`src/rtl/issue_sched_pkg.sv`:
```
// Shared types and constants for the dual-issue scheduler.
package issue_sched_pkg;

    typedef enum logic {
        NORMAL = 1'b0,
        SPLIT  = 1'b1
    } sched_state_t;

    localparam logic [4:0] REG_ZERO = 5'd0;
    localparam logic [2:0] LD_NONE  = 3'b000;

endpackage

```
`src/rtl/issue_scheduler_lu_hazard.sv`:
```
// Load-use hazard of one decode slot against both E-stage slots.
module lu_hazard
    import issue_sched_pkg::*;
#(
    parameter int REG_W = 5,
    parameter int LD_W  = 3
) (
    input  logic [REG_W-1:0] rs1,
    input  logic [REG_W-1:0] rs2,
    input  logic [REG_W-1:0] rd_e1,
    input  logic [REG_W-1:0] rd_e2,
    input  logic             reg_write_e1,
    input  logic             reg_write_e2,
    input  logic [LD_W-1:0]  mem_load_e1,
    input  logic [LD_W-1:0]  mem_load_e2,
    output logic             hazard
);

    logic hit_e1;
    logic hit_e2;

    // A producer in E only hazards if it is a real load writing a non-zero register.
    assign hit_e1 = ((rs1 == rd_e1) || (rs2 == rd_e1)) && (rd_e1 != REG_W'(REG_ZERO))
                    && reg_write_e1 && (mem_load_e1 != LD_W'(LD_NONE));
    assign hit_e2 = ((rs1 == rd_e2) || (rs2 == rd_e2)) && (rd_e2 != REG_W'(REG_ZERO))
                    && reg_write_e2 && (mem_load_e2 != LD_W'(LD_NONE));

    assign hazard = hit_e1 || hit_e2;

endmodule

```
`src/rtl/issue_scheduler.sv`:
```
// Dual-issue decode sequencer: load-use stalls, intra-pair splitting, E-redirect flush.
// Optional ISSUE_SCHED_PERF_EN adds load-use stall and split event counters.
module issue_scheduler
    import issue_sched_pkg::*;
#(
    parameter int REG_W = 5,
    parameter int LD_W  = 3
) (
    input  logic             clk,
    input  logic             reset,
    input  logic             validD1,
    input  logic             validD2,
    input  logic [REG_W-1:0] rs1D1,
    input  logic [REG_W-1:0] rs2D1,
    input  logic [REG_W-1:0] rdD1,
    input  logic [REG_W-1:0] rs1D2,
    input  logic [REG_W-1:0] rs2D2,
    input  logic [REG_W-1:0] rdD2,
    input  logic             reg_writeD1,
    input  logic             memD1,
    input  logic             memD2,
    input  logic [REG_W-1:0] rdE1,
    input  logic [REG_W-1:0] rdE2,
    input  logic             reg_writeE1,
    input  logic             reg_writeE2,
    input  logic [LD_W-1:0]  mem_loadE1,
    input  logic [LD_W-1:0]  mem_loadE2,
    input  logic             flushE,
    output logic             issue1,
    output logic             issue2,
    output logic             stallD,
    output logic             bubbleE,
`ifdef ISSUE_SCHED_PERF_EN
    output logic [31:0]      lu_stall_cnt,
    output logic [31:0]      split_cnt,
`endif
    output logic             split_active
);

    sched_state_t state_q;
    sched_state_t state_d;

    logic lu_slot1;
    logic lu_slot2;
    logic lu_pair;
    logic dep;
    logic memc;
    logic lu_stall;
    logic unused_rd_d2;

    lu_hazard #(.REG_W(REG_W), .LD_W(LD_W)) u_lu_slot1 (
        .rs1          (rs1D1),
        .rs2          (rs2D1),
        .rd_e1        (rdE1),
        .rd_e2        (rdE2),
        .reg_write_e1 (reg_writeE1),
        .reg_write_e2 (reg_writeE2),
        .mem_load_e1  (mem_loadE1),
        .mem_load_e2  (mem_loadE2),
        .hazard       (lu_slot1)
    );

    lu_hazard #(.REG_W(REG_W), .LD_W(LD_W)) u_lu_slot2 (
        .rs1          (rs1D2),
        .rs2          (rs2D2),
        .rd_e1        (rdE1),
        .rd_e2        (rdE2),
        .reg_write_e1 (reg_writeE1),
        .reg_write_e2 (reg_writeE2),
        .mem_load_e1  (mem_loadE1),
        .mem_load_e2  (mem_loadE2),
        .hazard       (lu_slot2)
    );

    // WAW within the pair needs no split: slot 2 simply writes back last.
    assign unused_rd_d2 = ^rdD2;

    assign lu_pair = (validD1 && lu_slot1) || (validD2 && lu_slot2);
    assign dep     = validD2 && reg_writeD1 && (rdD1 != REG_W'(REG_ZERO))
                     && ((rs1D2 == rdD1) || (rs2D2 == rdD1));
    assign memc    = validD1 && validD2 && memD1 && memD2;

    always_comb begin
        state_d  = state_q;
        issue1   = 1'b0;
        issue2   = 1'b0;
        stallD   = 1'b0;
        bubbleE  = 1'b1;
        lu_stall = 1'b0;
        if (reset) begin
            state_d = NORMAL;
        end else if (flushE) begin
            // Redirect wins: any slot 2 still waiting is wrong-path.
            state_d = NORMAL;
        end else begin
            case (state_q)
                NORMAL: begin
                    if (lu_pair) begin
                        stallD   = 1'b1;
                        lu_stall = 1'b1;
                    end else if (dep || memc) begin
                        issue1  = validD1;
                        stallD  = 1'b1;
                        bubbleE = 1'b0;
                        state_d = SPLIT;
                    end else begin
                        issue1  = validD1;
                        issue2  = validD2;
                        bubbleE = !(validD1 || validD2);
                    end
                end
                SPLIT: begin
                    if (lu_slot2) begin
                        stallD   = 1'b1;
                        lu_stall = 1'b1;
                    end else begin
                        issue2  = 1'b1;
                        bubbleE = 1'b0;
                        state_d = NORMAL;
                    end
                end
                default: state_d = NORMAL;
            endcase
        end
    end

    always_ff @(posedge clk) begin
        if (reset) begin
            state_q <= NORMAL;
        end else begin
            state_q <= state_d;
        end
    end

    assign split_active = (state_q == SPLIT);

`ifdef ISSUE_SCHED_PERF_EN
    always_ff @(posedge clk) begin
        if (reset) begin
            lu_stall_cnt <= 32'd0;
            split_cnt    <= 32'd0;
        end else begin
            if (lu_stall) begin
                lu_stall_cnt <= lu_stall_cnt + 32'd1;
            end
            if (state_q == NORMAL && state_d == SPLIT) begin
                split_cnt <= split_cnt + 32'd1;
            end
        end
    end
`else
    logic unused_lu_stall;
    assign unused_lu_stall = lu_stall;
`endif

endmodule

```
`config.mk`:
```
export PLATFORM = sky130hd
export DESIGN_NAME = issue_scheduler
export DESIGN_NICKNAME = d
export VERILOG_FILES = /design/src/rtl/issue_sched_pkg.sv /design/src/rtl/issue_scheduler_lu_hazard.sv /design/src/rtl/issue_scheduler.sv
export SDC_FILE = /design/constraint.sdc
export NUM_CORES = 1
export LEC_CHECK = 0
export BUFFER_PORTS_ARGS = -buffer_cell sky130_fd_sc_hd__buf_2
export CORE_MARGIN = 2
export CORE_UTILIZATION = 45
export CTS_BUF_LIST = sky130_fd_sc_hd__clkbuf_8
export CTS_CLUSTER_SIZE = 16
export DETAILED_ROUTE_END_ITERATION = 10
export HOLD_SLACK_MARGIN = 0.15
export PLACE_DENSITY = 0.95
export SYNTH_ARGS = -nofsm -noshare
export SYNTH_HDL_FRONTEND = slang
export SYNTH_SLANG_ARGS = --single-unit
```
`constraint.sdc`:
```
create_clock -name clk -period 5.95 [get_ports clk]
set_clock_uncertainty 0.1 [all_clocks]
set_input_delay 1.19 -clock clk [delete_from_list [all_inputs] [get_ports clk]]
set_output_delay 1.19 -clock clk [all_outputs]
set_load 0.01 [all_outputs]
```
==> summary.log <==
INFO  status         status=finished, final reports clean
INFO  setup_path     endpoint_kind=output port
INFO  synth          syn_avg_cell_area=7.09µm²
INFO  global_route   grt_first_pass_wirelength=3910µm
INFO  hold_path      worst_hold_startpoint=split_active
INFO  setup_path     critical_path_class=in -> out
INFO  clock_tree     ctsHoldBuffers=0
INFO  floorplan      core=1750µm²
INFO  placement      detailedPlacementHpwl=2230µm
INFO  pwr            vdd_drop_max=0.0000402V
INFO  setup_path     timing.critical_path.from_type=primary input
INFO  synth          count_of_distinct_cell_types_in_the_synthesized_netlist=24
INFO  routing        drt_first_iter_violations=25
INFO  placement      gp_routability_congestion=0.837
INFO  pwr            pwr_density_cell=78.7nW/µm²
INFO  layout         final_layout_size_suffix_gt1_share=34.5%
INFO  sta            timing.max_slew.rel_slack=69.1%
INFO  routing        drt_pass1_iterations=4
INFO  clock_tree     post-cts-setup-buffers=0
INFO  layout         largest_register_ffs=1
INFO  routing        post-route-drc-count=0
INFO  layout         final_net_count=223
INFO  global_route   grt_antenna_before_repair=0
INFO  global_route   globalRoute.totalOverflow=0
INFO  flow_run       maximum_capacitance_violations=0
INFO  placement      dp_slack=1.79ns
INFO  synth          syn-instance-count=120
INFO  hold_path      worst_hold_path.num_cells=2
INFO  sta            timing_worst_slew_pin_value=0.464ns
INFO  synth          synth_seq_cells=1
INFO  sta            final.period_utilization=70.0%
INFO  sta            timing_max_transition_violations_final=0
INFO  synth          ys.flop_type=sky130_fd_sc_hd__dfxtp_1
INFO  global_route   grt_max_degree=7
INFO  sta            rsz0062_at_grt=false
INFO  routing        wire_per_inst=13.1µm
INFO  sta            fin_tns_setup=0ns
INFO  setup_path     required=4.66ns
INFO  routing        routed-via-count=1,019
INFO  synth          synth_area=851µm²
INFO  setup_path     worst-endpoint-arrival=2.88ns
INFO  layout         syn2layout_area_growth=28.1%
INFO  synth          synth-warning-count=0
INFO  floorplan      die_height=47.5µm
INFO  setup_path     critical_path.reg2reg.startpoint=split_active
INFO  routing        route.detailed.vias_per_inst=5.36
INFO  floorplan      dieArea=2250µm²
INFO  setup_path     regToRegSetupSlack=4.71ns
INFO  global_route   via_count_of_the_first_global_routing_pass=970
INFO  hold_path      hold_path_end=split_active
INFO  synth          synth.yosys.seq_area_share=2.35%
INFO  sta            hold_viol=0
INFO  floorplan      io_pins=61
INFO  clock_tree     clk-insertion-delay-late=0ns
INFO  sta            setup_viol=0
INFO  setup_path     timing.critical_path.fanout_max=6
INFO  floorplan      standard_cell_rows=15
INFO  global_route   global_route.usage.total=23.5%
INFO  setup_path     worstReg2RegEnd=split_active
INFO  sta            fmaxAchievable=0.240GHz
INFO  synth          synthesis.nets=176
INFO  synth          edff_count_synth=0
INFO  clock_tree     cts-resized-gates=0
INFO  hold_path      worstHoldPathType=reg -> reg
INFO  placement      portBuffers=55
INFO  routing        postRouteWirelength=2500µm
INFO  sta            setup_slack=1.78ns
INFO  floorplan      floorplan.initialDensity=48.7%
INFO  pwr            static-leakage-power=0.496nW
INFO  routing        route.antenna.remaining_nets=0
INFO  sta            fin_crit=4.17ns
INFO  setup_path     reg2reg_depth=2
INFO  floorplan      die_w=47.5µm
INFO  synth          async_reset_ff_share=0%
INFO  layout         antenna-diode-count=0
INFO  clock_tree     clock_pin_slew_on_the_worst_setup_and_hold_paths=0ns
per-layer routing:
layer | GRT usage [%] | share of wire [%] | up-vias
met1 | 24.7 | 34 | 460
met4 | 8.33 | 2.4 | 0
met3 | 2.26 | 8.5 | 8
met5 | 0 | 0 | -
li1 | - | - | 496
met2 | 47.0 | 54 | 55
kinds of logic after synthesis:
kind of cell    Yosys count  synth area share [%]
compound gates           20                  16.6
xor+xnor                 50                  51.5
buf+inv                  14                  9.70
flops                     1                  2.35
simple gates             35                  19.9
critical path: stages:
cell	delay, ns
sky130_fd_sc_hd__buf_2	0.15
sky130_fd_sc_hd__xor2_1	0.17
sky130_fd_sc_hd__nor3_1	0.21
sky130_fd_sc_hd__a22oi_1	0.11
sky130_fd_sc_hd__o22ai_1	0.41
sky130_fd_sc_hd__o21ai_0	0.16
sky130_fd_sc_hd__a221oi_1	0.30
sky130_fd_sc_hd__buf_2	0.18
placed cells by master, fill, tap and decap left out:
cell | netlist | final
sky130_fd_sc_hd__a21oi_1 | 2 | 2
sky130_fd_sc_hd__a221oi_1 | 1 | 1
sky130_fd_sc_hd__a22o_1 | 1 | 1
sky130_fd_sc_hd__a22oi_1 | 3 | 3
sky130_fd_sc_hd__and3_1 | 1 | 1
sky130_fd_sc_hd__buf_2 | 3 | 55
sky130_fd_sc_hd__dfxtp_1 | 1 | 1
sky130_fd_sc_hd__inv_1 | 4 | 4
sky130_fd_sc_hd__nand2_1 | 6 | 6
sky130_fd_sc_hd__nand3_1 | 6 | 6
sky130_fd_sc_hd__nand3_2 | 1 | 1
sky130_fd_sc_hd__nor2_1 | 10 | 10
sky130_fd_sc_hd__nor3_1 | 9 | 9
sky130_fd_sc_hd__o2111a_1 | 1 | 1
sky130_fd_sc_hd__o21ai_0 | 3 | 3
sky130_fd_sc_hd__o21ai_1 | 1 | 1
sky130_fd_sc_hd__o22ai_1 | 4 | 4
sky130_fd_sc_hd__o31ai_1 | 3 | 3
sky130_fd_sc_hd__o31ai_2 | 1 | 1
sky130_fd_sc_hd__or4_1 | 1 | 1
sky130_fd_sc_hd__or4b_1 | 1 | 1
sky130_fd_sc_hd__xnor2_1 | 20 | 20
sky130_fd_sc_hd__xor2_1 | 30 | 30
cell usage after synthesis, types with 2 or more instances:
library cell / number / area share, %
sky130_fd_sc_hd__buf_4: 7 / 6.2
sky130_fd_sc_hd__o22ai_1: 4 / 2.9
sky130_fd_sc_hd__a21oi_1: 2 / 1.2
sky130_fd_sc_hd__o21ai_0: 3 / 1.8
sky130_fd_sc_hd__nand2_1: 6 / 2.6
sky130_fd_sc_hd__nor2_1: 10 / 4.4
sky130_fd_sc_hd__inv_1: 4 / 1.8
sky130_fd_sc_hd__nor3_1: 9 / 5.3
sky130_fd_sc_hd__a22oi_1: 3 / 2.6
sky130_fd_sc_hd__xor2_1: 30 / 31
sky130_fd_sc_hd__xnor2_1: 20 / 21
sky130_fd_sc_hd__buf_2: 3 / 1.8
sky130_fd_sc_hd__nand3_1: 6 / 3.5
sky130_fd_sc_hd__o31ai_1: 3 / 2.6
per-stage QoR:
stage	hold WS (ns)	area (µm²)	power, W	utilization (%)	instances
finish	0.431	1090	0.0000857	62.4	190
global route	0.443	1090	0.0000937	62.4	190
CTS	0.431	1090	0.0000853	62.4	190
detailed placement	0.429	1090	0.0000851	62.4	190
global placement	0.409	1090	0.0000812	62.4	190
floorplan	0.436	851	0.0000571	-	120
how the worst max path moves through the flow:
stage          cells past startpoint  slack [ns]  endpoint    start
2_1_floorplan                      7        2.03    stallD  rdE2[2]
3_3_place_gp                       8        1.83    stallD  rdE2[2]
3_5_place_dp                       8        1.79    stallD  rdE2[2]
4_1_cts                            8        1.79    stallD  rdE2[2]
5_1_grt                            8        1.62    stallD  rdE2[2]
6_report                           8        1.78    stallD  rdE2[2]
power breakdown:
| group | internal (W) | switching [W] | total [W] | leakage [nW] |
|---|---|---|---|---|
| combinational | 0.0000377 | 0.0000410 | 0.0000787 | 0.488 |
| sequential | 0.00000695 | 0.000000123 | 0.00000708 | 0.00808 |
| clock | 0 | 0 | 0 | 0 |
| total | 0.0000446 | 0.0000411 | 0.0000857 | 0.496 |
area by class of cell:
type | instances | area (µm²)
sequential | 1 | 20.0
inverter | 4 | 15.0
fill | 172 | 656
tap | 25 | 31.3
timing repair buffer | 55 | 275
multi-input combinational | 105 | 748
Power figures use the tool's default switching activity.
